File: config.mk
export PLATFORM = sky130hd
export DESIGN_NAME = alu_pipe_hs
export DESIGN_NICKNAME = d
export VERILOG_FILES = /design/src/rtl/alu_pipe_hs.sv
export SDC_FILE = /design/constraint.sdc
export NUM_CORES = 1
export LEC_CHECK = 0
export ABC_CLOCK_PERIOD_IN_PS = 3550
export CORE_ASPECT_RATIO = 1.4
export CORE_UTILIZATION = 52
export CTS_CLUSTER_DIAMETER = 100
export DETAILED_ROUTE_END_ITERATION = 12
export HOLD_SLACK_MARGIN = 0.06
export PLACE_DENSITY = 0.73
export RECOVER_POWER = 50
export SYNTH_ARGS = -nofsm -noshare
export SYNTH_HDL_FRONTEND = slang
export SYNTH_SLANG_ARGS = --single-unit
File: constraint.sdc
create_clock -name clk -period 3.55 [get_ports clk]
set_input_delay 0.5325 -clock clk [delete_from_list [all_inputs] [get_ports clk]]
set_output_delay 0.5325 -clock clk [all_outputs]
set_load 0.03 [all_outputs]
File: src/rtl/alu_pipe_hs.sv
// alu_pipe_hs: N-bit ALU with registered operands and results. Both sides use
// valid/ready handshakes. MUL is an iterative shift-add that takes N cycles.
// Reserved opcodes return r=0 and raise err.
//
// Handshake rule: a transfer happens on a rising clk edge where valid && ready.
// A producer holds its payload stable until that transfer has happened.
// in_ready does not depend on in_valid.
//
// Optional feature: define ALU_STICKY_FLAGS_EN to accumulate {C,Z,N,V} into
// sticky_flags. flag_clr clears them. Without the macro, sticky_flags is 0.
//
// Ports:
//   clk, rst (async, active-low)
//   in_valid/in_ready, a_in, b_in, opcode_in      operand side
//   out_valid/out_ready, r_out, c/z/n/v/err_out   result side
//   flag_clr, sticky_flags                        sticky flag accumulator
//   state_dbg                                     FSM state (0 IDLE, 1 EXEC, 2 DONE)
module alu_pipe_hs #(
  parameter int N = 8
) (
  input  logic         clk,
  input  logic         rst,
  input  logic         in_valid,
  output logic         in_ready,
  input  logic [N-1:0] a_in,
  input  logic [N-1:0] b_in,
  input  logic [3:0]   opcode_in,
  output logic         out_valid,
  input  logic         out_ready,
  output logic [N-1:0] r_out,
  output logic         c_out,
  output logic         z_out,
  output logic         n_out,
  output logic         v_out,
  output logic         err_out,
  input  logic         flag_clr,
  output logic [3:0]   sticky_flags,
  output logic [1:0]   state_dbg
);

  localparam int CW = $clog2(N + 1);
  localparam int SW = $clog2(N);

  typedef enum logic [1:0] {
    IDLE = 2'd0,
    EXEC = 2'd1,
    DONE = 2'd2
  } state_t;

  state_t state, state_nxt;

  logic [N-1:0]   a_q, b_q;
  logic [3:0]     op_q;
  logic [CW-1:0]  cnt_q;
  logic [2*N-1:0] mcand_q, prod_q, prod_step;
  logic [N-1:0]   mplier_q;

  logic accept, handshake, is_mul, last_cycle;

  logic [N-1:0] alu_r;
  logic [N:0]   sum;
  logic         alu_c, alu_v, alu_err;

  assign in_ready  = (state == IDLE) || ((state == DONE) && out_ready);
  assign accept    = in_valid && in_ready;
  assign out_valid = (state == DONE);
  assign handshake = out_valid && out_ready;
  assign state_dbg = state;

  // One shift-add step. The final step is folded straight into the result
  // register, so the product lands exactly N edges after accept.
  assign prod_step  = prod_q + (mplier_q[0] ? mcand_q : '0);
  assign is_mul     = (op_q == 4'd8);
  assign last_cycle = !is_mul || (cnt_q == CW'(N - 1));

  always_ff @(posedge clk or negedge rst) begin
    if (!rst) state <= IDLE;
    else      state <= state_nxt;
  end

  always_comb begin
    state_nxt = state;
    case (state)
      IDLE:    if (accept) state_nxt = EXEC;
      EXEC:    if (last_cycle) state_nxt = DONE;
      DONE:    if (out_ready) state_nxt = in_valid ? EXEC : IDLE;
      default: state_nxt = IDLE;
    endcase
  end

  // Operand capture and multiply datapath.
  always_ff @(posedge clk or negedge rst) begin
    if (!rst) begin
      a_q      <= '0;
      b_q      <= '0;
      op_q     <= '0;
      cnt_q    <= '0;
      mcand_q  <= '0;
      prod_q   <= '0;
      mplier_q <= '0;
    end else if (accept) begin
      a_q      <= a_in;
      b_q      <= b_in;
      op_q     <= opcode_in;
      cnt_q    <= '0;
      mcand_q  <= {{N{1'b0}}, a_in};
      prod_q   <= '0;
      mplier_q <= b_in;
    end else if (state == EXEC) begin
      cnt_q    <= cnt_q + CW'(1);
      prod_q   <= prod_step;
      mcand_q  <= mcand_q << 1;
      mplier_q <= mplier_q >> 1;
    end
  end

  always_comb begin
    alu_r   = '0;
    alu_c   = 1'b0;
    alu_v   = 1'b0;
    alu_err = 1'b0;
    sum     = '0;
    case (op_q)
      4'd0: begin
        sum   = {1'b0, a_q} + {1'b0, b_q};
        alu_r = sum[N-1:0];
        alu_c = sum[N];
        alu_v = (a_q[N-1] == b_q[N-1]) && (alu_r[N-1] != a_q[N-1]);
      end
      4'd1: begin
        alu_r = a_q - b_q;
        alu_c = (a_q >= b_q);
        alu_v = (a_q[N-1] != b_q[N-1]) && (alu_r[N-1] != a_q[N-1]);
      end
      4'd2:    alu_r = a_q & b_q;
      4'd3:    alu_r = a_q | b_q;
      4'd4:    alu_r = a_q ^ b_q;
      4'd5:    alu_r = ~a_q;
      4'd6:    alu_r = a_q << b_q[SW-1:0];
      4'd7:    alu_r = a_q >> b_q[SW-1:0];
      4'd8: begin
        alu_r = prod_step[N-1:0];
        alu_c = |prod_step[2*N-1:N];
      end
      default: alu_err = 1'b1;
    endcase
  end

  // Result registers. They load only on the last EXEC cycle, so they stay
  // stable while DONE waits for out_ready.
  always_ff @(posedge clk or negedge rst) begin
    if (!rst) begin
      r_out   <= '0;
      c_out   <= 1'b0;
      z_out   <= 1'b0;
      n_out   <= 1'b0;
      v_out   <= 1'b0;
      err_out <= 1'b0;
    end else if ((state == EXEC) && last_cycle) begin
      r_out   <= alu_r;
      c_out   <= alu_c;
      z_out   <= (alu_r == '0);
      n_out   <= alu_r[N-1];
      v_out   <= alu_v;
      err_out <= alu_err;
    end
  end

`ifdef ALU_STICKY_FLAGS_EN
  // A clear takes priority over an update on the same edge.
  always_ff @(posedge clk or negedge rst) begin
    if (!rst)           sticky_flags <= 4'b0000;
    else if (flag_clr)  sticky_flags <= 4'b0000;
    else if (handshake) sticky_flags <= sticky_flags | {c_out, z_out, n_out, v_out};
  end
`else
  logic unused_sticky;
  assign unused_sticky = flag_clr ^ handshake;
  assign sticky_flags  = 4'b0000;
`endif

endmodule

=== After elaboration in Yosys (flattened, before gate mapping) ===
Index checks and enable logic that the tools add are counted.

* Register bits: 79
* Output and inout port bits: 21
* Input bits: 25

* Reductions and logical operators: 15
* $lt $le $gt $ge: 1
* Bitwise operators: 4
* Shifts and indexed selects: 2
* Equal/unequal tests: 18
* Add/subtract/negate cells: 4
* Muxes and demuxes: 18

{| class="wikitable"
|+ Operators with widths
! kind !! number
|-
| 2-to-1 mux 16 bit || 5
|-
| one-hot mux 8 bit (9 select lines) || 1
|-
| equality test 4 x 3 -> 1 bit, second input constant || 5
|-
| adder 16 bit || 1
|-
| 2-to-1 mux 8 bit || 2
|-
| adder 8 x 8 -> 9 bit || 1
|-
| OR reduction 9 bit || 1
|-
| bitwise AND 8 bit || 1
|-
| equality test 4 x 2 -> 1 bit, second input constant || 2
|-
| >= comparator 8 bit || 1
|-
| logical NOT 8 bit || 1
|-
| 2-to-1 mux 4 bit || 2
|-
| inverter 8 bit || 1
|-
| OR 8 bit || 1
|-
| OR reduction 8 bit || 1
|-
| left shift 8 x 3 -> 8 bit || 1
|-
| right shift 8 x 3 -> 8 bit || 1
|-
| subtractor 8 bit || 1
|-
| bitwise XOR 8 bit || 1
|-
| 2-to-1 mux 2 bit || 3
|-
| one-hot mux 2 bit (3 select lines) || 1
|-
| logical AND 1 bit || 5
|-
| adder 4 x 1 -> 4 bit, second input constant || 1
|-
| equality test 4 x 1 -> 1 bit, second input constant || 1
|-
| 16 further kinds || 21
|}

=== Longest topological paths before layout ===
Gate-level depths: netlist (run 1).

* Word-level depth: 6
* Mapped depth: 12

=== Worst setup path after synthesis (run 1) ===
Ideal clock, no wire load.

* Path type: register -> register
* Start point: register mplier_q[0]
* End point: register c_out
* Stages on the path, launching flop included: 13
* Path buffers: 1
* Data required time: 3418 ps
* Setup slack: 655 ps
* Data arrival time: 2763 ps
* Period minus slack after synthesis: 2895 ps
* Cell sequence: dfrtp_1 > clkbuf_1 > and2_1 > ha_1 > fa_1 > a21o_1 > nand3_1 > a31oi_1 > a2111oi_1 > xor2_1 > nand3_1 > nor4b_1 > a31oi_1

* Cells in the longest elaborated chain, start to end: 4

{| class="wikitable"
|+ RTL lines
! what !! RTL line !! source
|-
| start, declared || 56 || <nowiki>logic [N-1:0] mplier_q;</nowiki>
|-
| start signal, assigned || 108 || <nowiki>mplier_q <= b_in;</nowiki>
|-
| start signal, assigned || 113 || <nowiki>mplier_q <= mplier_q >> 1;</nowiki>
|-
| 2-to-1 mux 16 bit || 72 || <nowiki>assign prod_step = prod_q + (mplier_q[0] ? mcand_q : '0);</nowiki>
|-
| adder 16 bit || 72 ||
|-
| OR reduction 8 bit || 143 || <nowiki>alu_c = |prod_step[2*N-1:N];</nowiki>
|-
| one-hot mux 1 bit (3 select lines) || 123 || <nowiki>case (op_q)</nowiki>
|-
| end signal, assigned || 161 || <nowiki>c_out <= alu_c;</nowiki>
|-
| end, declared || 31 || <nowiki>output logic c_out,</nowiki>
|}

No other way between the ends.
A chain may end at the register's enable or synchronous reset.

=== Final worst setup path (run 1) ===
Same ends and word-level chain as after synthesis.

==> results.ini, run 1 <==
[floorplanning]
core_um2 = 10400
dieWidth_um = 89.3
ios = 46
die_h_um = 124
start_util = 0.534
dieArea_um2 = 11100
num_rows = 44

[worst_setup_path]
crit_path_end = c_out
slowest_stage = a2111oi_1
crit_path_start_kind = flop
cp_cell_sequence = and2_1, ha_1, fa_1, a21o_1, nand3_1, a31oi_1, a2111oi_1, xor2_1, nand3_1, nor4b_1, a31oi_1
cp.arrival_ps = 3310
r2r_slack_ps = 440
crit_cells = 11
worstReg2RegEnd = c_out
regToRegStartpoint = mplier_q[0]
path_delay_family = compound AO/OA/AOI/OAI gates
endpoint_kind = flop
r2r_cells = 11
path_buf_inv = 0
critPathLaunch = mplier_q[0]
required_ps = 3760
cpPeakStageDelay_ps = 530
path_class = flop to flop
path_max_fanout = 6

[cells_and_area]
drive_gt1_frac = 0.0691
final_cells = 818
fill_cells = 907
n_antenna_cell = 0
areaGrowthSynthToFinish_pct = 13.9
fin_nets = 744

[clocking]
cts_root_buf = clkbuf_16
cts_sinks = 78
post-cts-setup-buffers = 0
cts-buffers-inserted = 9
cts_htree_levels = 3
cts.hold.buffers_added = 0
cts_tree = yes
cts_resized = 0
path_clk_slew_ps = 60
clockBufferDepth = 2
clock_latency_ps = 340

[synth]
synth.most_common_cell = nand2_1
ys_ff_latch = 78
synth_cell_types = 67
synthFlopType = dfrtp_1
synth_edf_count = 0
yosys-top-cells-count = nand2_1, dfrtp_1, o21ai_0
yosysSeqAreaShare = 0.352
yosys.area.top_type = dfrtp_1
yosys_warnings = 0
async_flop_share = 1.00
synthCells = 649
netlist_area_um2 = 5550
synth_area_per_cell_um2 = 8.56
synthTopCellsByArea = dfrtp_1, ha_1, nand2_1, o21ai_0, a21oi_1
synth_top_cell_area_share = 0.352

[sta]
holdWs_ps = 479
rsz0062_at_grt = false
timing.final.crit_share = 0.875
max_freq_mhz = 322
tns_ps = 0
hold_viol_final = 0
min_period_ps = 3110
worst_pin_slew_ps = 1650
slew_headroom = -0.0978
clock_skew_ps = 9.73
setup_violations = 0
slew_violations = 67

[routing]
ant_nets = 0
drtIter0Drc = 350
drt_drc_violations_left = 0
wl_per_cell_um = 18.6
wirelength_um = 15200
viasPerCell = 6.04
drtPass1Iterations = 5
num_vias = 4942

[power_and_ir_drop]
p_leak_nw = 2.84
power.internal_mw = 3.03
p_sw_mw = 2.78
ir_worst_vdd_mv = 0.554
pwr-share-comb = 0.568
seq_power_share = 0.280
power_density_nw_per_um2 = 918
swShare = 0.479
power.total_mw = 5.80
clkPwrFrac = 0.151

[run]
drv_cap = 1

[global_routing]
grt_max_degree = 67
grtUsageTotal = 0.289
antenna_found_initial = 0
grt_pass1_wl_um = 24600
grt.overflow.total = 0
grt_pass1_vias = 4944

[placed_design]
dp_hpwl_um = 11300
place_inst = 802
gp_congestion = 0.923
io_buffers = 40

[status]
violations = max-capacitance violations, max-slew violations
status = finished, violations left

[min_path]
hold_path_class = flop to flop

==> stage by stage <==
stage,setup slack (ps),area [µm²],util
after floorplan,655,5560,-
after detailed placement,539,6050,0.582
after CTS,503,6330,0.608
final,445,6320,0.608
after global routing,171,6320,0.608
after global placement,578,6050,0.582
==> final cells by class <==
class / instances / area (µm²) / share of cell area
inverters: 29 / 109 / 0.0172
clock buffers: 12 / 246 / 0.0390
well taps: 138 / 173 / 0.0273
clock inverters: 4 / 31.3 / 0.00495
repair buffers: 55 / 517 / 0.0817
multi-input cells: 502 / 3300 / 0.521
flip-flops and latches: 78 / 1950 / 0.309
==> power groups by stage <==
stage          Sequential [mW]  Combinational, mW  Clock (mW)
6_report                  1.63               3.30       0.878
5_1_grt                   1.67               3.64       0.924
4_1_cts                   1.62               3.29       0.893
3_5_place_dp              1.63               3.27           0
3_3_place_gp              1.61               3.21           0
2_1_floorplan             1.57               2.32           0
==> routing by layer <==
| layer | wire, µm | vias up | global-route usage | share of wire |
|---|---|---|---|---|
| met2 | 7670 | 166 | 0.485 | 0.51 |
| li1 | - | 2345 | - | - |
| met5 | 0 | - | 0 | 0 |
| met1 | 6180 | 2382 | 0.355 | 0.41 |
| met4 | 719 | 0 | 0.149 | 0.047 |
| met3 | 614 | 49 | 0.0384 | 0.040 |
==> how the worst min path moves through the flow <==
stage,slack [ps],cells past startpoint,from,endpoint
4_1_cts,320,1,rst,op_q[1]
6_report,480,2,r_out[6],r_out[6]
3_3_place_gp,460,2,r_out[3],r_out[3]
2_1_floorplan,240,0,rst,a_q[0]
5_1_grt,500,2,v_out,v_out
3_5_place_dp,470,2,r_out[3],r_out[3]
==> tightest hold or removal path, cell delays in order, from the launching register on <==
cell	delay (ps)
dfrtp_1	340
nand2_1	50
nand2_1	50
==> layout by cell type, fill, tap and decap left out, types with 5 or more instances in the layout <==
cell type,Yosys,final
a211oi_1,6,6
a21o_1,7,7
a21oi_1,40,40
and2_1,18,17
buf_4,8,13
clkbuf_16,0,9
clkdlybuf4s50_1,0,37
dfrtp_1,78,78
ha_1,41,41
inv_1,27,27
mux2i_1,15,15
mux4_2,8,8
nand2_1,120,120
nand2b_1,5,5
nand3_1,20,20
nor2_1,36,36
nor3_1,9,9
o21ai_0,46,46
o21bai_1,5,5
o22ai_1,24,24
xnor2_1,9,9
xor2_1,11,11
==> flip-flops by register name, summed over array words and instances, names as in the netlist <==
| signal | count |
|---|---|
| z_out | 1 |
| r_out | 8 |
| mplier_q | 8 |
| c_out | 1 |
| mcand_q | 16 |
| b_q | 8 |
| cnt_q | 4 |
| a_q | 8 |
| op_q | 4 |
| state_dbg | 2 |
| err_out | 1 |
| prod_q | 16 |
| v_out | 1 |
==> cells by family after synthesis <==
family                   Yosys count  synth area share
multiplexers                      25            0.0635
AO/OA/AOI/OAI                    171             0.194
flip-flops                        78             0.352
other                              1          0.000675
AND/OR/NAND/NOR                  238             0.198
adder cells (fa/ha/maj)           44             0.103
buffers and inverters             72            0.0575
XOR/XNOR                          20            0.0315
(Power assumes the default switching activity.)
==> inputs of run 2 (changes only) <==
Settings changed: CORE_ASPECT_RATIO 1.4 to 1.2.
==> results.ini, run 2 (synthesized netlist as in run 1, its figures left out) <==
[worst_setup_path]
path_max_fanout = 5
cp.arrival_ps = 3340
path_class = flop to flop
required_ps = 3770
endpoint_kind = flop
crit_path_start_kind = flop

[cells_and_area]
multi_input_comb_area_um2 = 3290
largestRegisters = mcand_q (16), prod_q (16)
fill_cells = 918
n_antenna_cell = 0
fin_area_um2 = 6330
fin_util = 0.620
drive_gt1_frac = 0.0732
fin_nets = 747
areaGrowthSynthToFinish_pct = 14.0
final_cells = 809
seq_area_um2 = 1950
layout_commonest_cell = nand2_1
final_cell_mix = nand2_1, dfrtp_1, o21ai_0, ha_1, a21oi_1

[sta]
slew_headroom = -0.292
tns_ps = 0
slew_violations = 79
worst_pin_slew_ps = 1940
holdWs_ps = 476
min_period_ps = 3120
setup_violations = 0
hold_viol_final = 0
setup_ws_ps = 426
clock_skew_ps = 6.75
max_freq_mhz = 320
timing.final.crit_share = 0.880
rsz0062_at_grt = false

[clocking]
clockBufferDepth = 2
cts_htree_levels = 3
path_clk_slew_ps = 60
post-cts-setup-buffers = 0
cts_resized = 0
cts_sinks = 78
clock_latency_ps = 350
cts-buffers-inserted = 9
cts.hold.buffers_added = 0
cts_root_buf = clkbuf_16
cts_tree = yes

[floorplanning]
dieWidth_um = 96.3
ios = 46
start_util = 0.544
dieArea_um2 = 11100
num_rows = 40
die_h_um = 115
core_um2 = 10200

[global_routing]
grt_pass1_vias = 4568
antenna_found_initial = 0
grtUsageTotal = 0.288
grt.overflow.total = 0
grt_max_degree = 79
grt_pass1_wl_um = 24000

[status]
status = finished, violations left
violations = max-capacitance violations, max-slew violations

[placed_design]
place_inst = 793
pre_cts_ws_ps = 486
io_buffers = 40
gp_congestion = 0.969
placed_area_um2 = 6050
dp_hpwl_um = 11000

[routing]
wl_per_cell_um = 18.5
ant_nets = 0
viasPerCell = 6.03
wirelength_um = 15000
drtIter0Drc = 375
drtPass1Iterations = 4
drt_drc_violations_left = 0
num_vias = 4881

[power_and_ir_drop]
p_leak_nw = 2.85
power.total_mw = 5.85
ir_worst_vdd_mv = 0.470
power_density_nw_per_um2 = 923

[run]
drv_cap = 1

[min_path]
hold_path_class = flop to flop

[run 2: cell count changes in the layout (fill, tap and decap cells not counted)]
cell,change
buf_12,-1
buf_4,+4
bufinv_16,+1
clkbuf_1,-1
clkbuf_8,-1
clkdlybuf4s50_1,+1
clkinv_4,-1
clkinvlp_4,+1
dlygate4sd3_1,-1
inv_6,+1
nor4b_1,+1
nor4b_2,-1
[run 2: power breakdown]
part           internal (mW)  switching [mW]
clock network          0.550           0.400
registers               1.21           0.369
logic                   1.32            1.99
total                   3.08            2.76
[run 2: cell type report]
class                   count  area share
clock buffers              10      0.0362
clock inverters             6      0.0109
inverters                  29      0.0172
multi-input cells         502       0.519
flip-flops and latches     78       0.308
well taps                 126      0.0249
repair buffers             58      0.0832
[run 2: worst paths after layout]
check,startpoint,end,slack [ps],cells after the start
max in group asynchronous,rst,prod_q[3],1670,1
setup / recovery,mcand_q[0],c_out,430,11
hold reg to reg,mplier_q[2],mplier_q[2],480,2
min in group asynchronous,rst,r_out[7],730,1
hold / removal,mplier_q[2],mplier_q[2],480,2
setup reg to reg,mcand_q[0],c_out,430,11
[run 2: per-layer routing]
metal | global-route usage | routed length, µm | share of wire
met4 | 0.0912 | 273 | 0.018
met1 | 0.382 | 6740 | 0.45
met2 | 0.486 | 7290 | 0.49
met3 | 0.0364 | 653 | 0.044
met5 | 0 | 0 | 0
[run 2: worst max-delay path, stage by stage (launching register included)]
cell	delay, ps
dfrtp_1	400
and2_1	160
ha_1	220
fa_1	420
a21o_1	190
nand3_1	100
a31oi_1	200
a2111oi_1	480
xor2_1	250
nand3_1	110
nor4b_1	360
a31oi_1	130
==> inputs of run 3 (changes only) <==
Settings changed: CORE_UTILIZATION 52 to 30, PLACE_DENSITY 0.73 to not set.
==> results.ini, run 3 (synthesized netlist as in run 1, its figures left out) <==
[status]
status = finished, violations left
violations = design-rule violations, max-capacitance violations, max-slew violations

[sta]
slew_headroom = -0.303
hold_viol_final = 0
timing.final.crit_share = 0.877
clock_skew_ps = 7.31
holdWs_ps = 474
setup_violations = 0
worst_pin_slew_ps = 1950
min_period_ps = 3110
tns_ps = 0
rsz0062_at_grt = false
slew_violations = 79
max_freq_mhz = 321

[cells_and_area]
final_cell_mix = nand2_1, dfrtp_1, o21ai_0, ha_1, a21oi_1
layout_commonest_cell = nand2_1
fin_area_um2 = 6480
n_antenna_cell = 0
areaGrowthSynthToFinish_pct = 16.7
fin_nets = 749
drive_gt1_frac = 0.0803
fin_util = 0.356
largestRegisters = mcand_q (16), prod_q (16)

[worst_setup_path]
cpPeakStageDelay_ps = 410
slowest_stage = fa_1
cp_common_cell = nor4_1
required_ps = 3840
crit_path_start_kind = flop
cp_cell_sequence = and2_1, ha_1, fa_1, a21o_1, a21oi_1, xor2_1, nor2_1, nor4_1, o211ai_1, nor4_1, a32o_1
r2r_cells = 11
endpoint_kind = flop
critPathLaunch = mcand_q[0]
regToRegStartpoint = mcand_q[0]
cp.arrival_ps = 3400
path_max_fanout = 3
path_class = flop to flop

[routing]
drtPass1Iterations = 9
num_vias = 4805
wl_per_cell_um = 16.7
ant_nets = 0
drt_drc_violations_left = 2
drtIter0Drc = 356
wirelength_um = 15200
viasPerCell = 5.29

[placed_design]
gp_congestion = 0.886
dp_hpwl_um = 11200
io_buffers = 40
placed_area_um2 = 6200

[min_path]
min_from = r_out[3]
whs_path_depth = 2
hold_path_class = flop to flop

[run]
drv_cap = 1

[global_routing]
grt_pass1_vias = 4471
grtUsageTotal = 0.166
antenna_found_initial = 0
grt.overflow.total = 0
grt-busiest-layer = met2
gr-usage-met1 = 0.224
use_met3 = 0.0212
grt_pass1_wl_um = 24500
grt_max_degree = 79
grt_use_met2 = 0.271

[floorplanning]
start_util = 0.306
core_um2 = 18200
dieWidth_um = 126
ios = 46
num_rows = 54
dieArea_um2 = 19100
die_h_um = 151

[clocking]
cts.hold.buffers_added = 0
cts_htree_levels = 3
cts_resized = 0
post-cts-setup-buffers = 0
cts_tree = yes
cts_root_buf = clkbuf_16
path_clk_slew_ps = 60
cts-buffers-inserted = 9
clock_latency_ps = 350
clockBufferDepth = 2
cts_sinks = 78

[power_and_ir_drop]
power_density_nw_per_um2 = 898
ir_worst_vdd_mv = 0.283
p_leak_nw = 2.86

run 3: stage by stage:
step / setup slack [ps] / cells / total power, mW
after floorplan: 655 / 652 / 3.89
after global placement: 461 / 893 / 4.87
after detailed placement: 438 / 893 / 4.91
after CTS: 420 / 909 / 5.84
after global routing: 205 / 909 / 6.25
final: 438 / 909 / 5.82
run 3: critical path, delay by kind of cell (launching register included):
family	cells	cell delay (ps)
DFF	1	400
adders and majority gates	2	620
and+or+nand+nor	4	940
AOI/OAI and AO/OA	4	780
xor gates and xnor gates	1	300
run 3: area by class of cell:
type,count,area [µm²]
clock inverters,7,57.6
repair buffers,60,558
inverters,29,109
multi-input cells,502,3300
clock buffers,9,225
fillers,1868,11700
flip-flops and latches,78,1950
well taps,224,280
run 3: worst paths after layout:
kind / to / slack, ps
worst max-delay path: z_out / 440
worst min-delay path: r_out[3] / 470
worst max register to register: z_out / 440
worst min register to register: r_out[3] / 470
max in group asynchronous: mcand_q[5] / 1680
min in group asynchronous: prod_q[11] / 730
run 3: power by group:
part	internal, mW	switching [mW]
sequential	1.21	0.299
clock	0.482	0.425
combinational	1.34	2.06
total	3.03	2.78
run 3: routing by layer:
metal / part of all wire / up-vias
met5: 0 / -
met2: 0.48 / 133
met1: 0.46 / 2304
li1: - / 2349
met4: 0.018 / 0
met3: 0.038 / 19
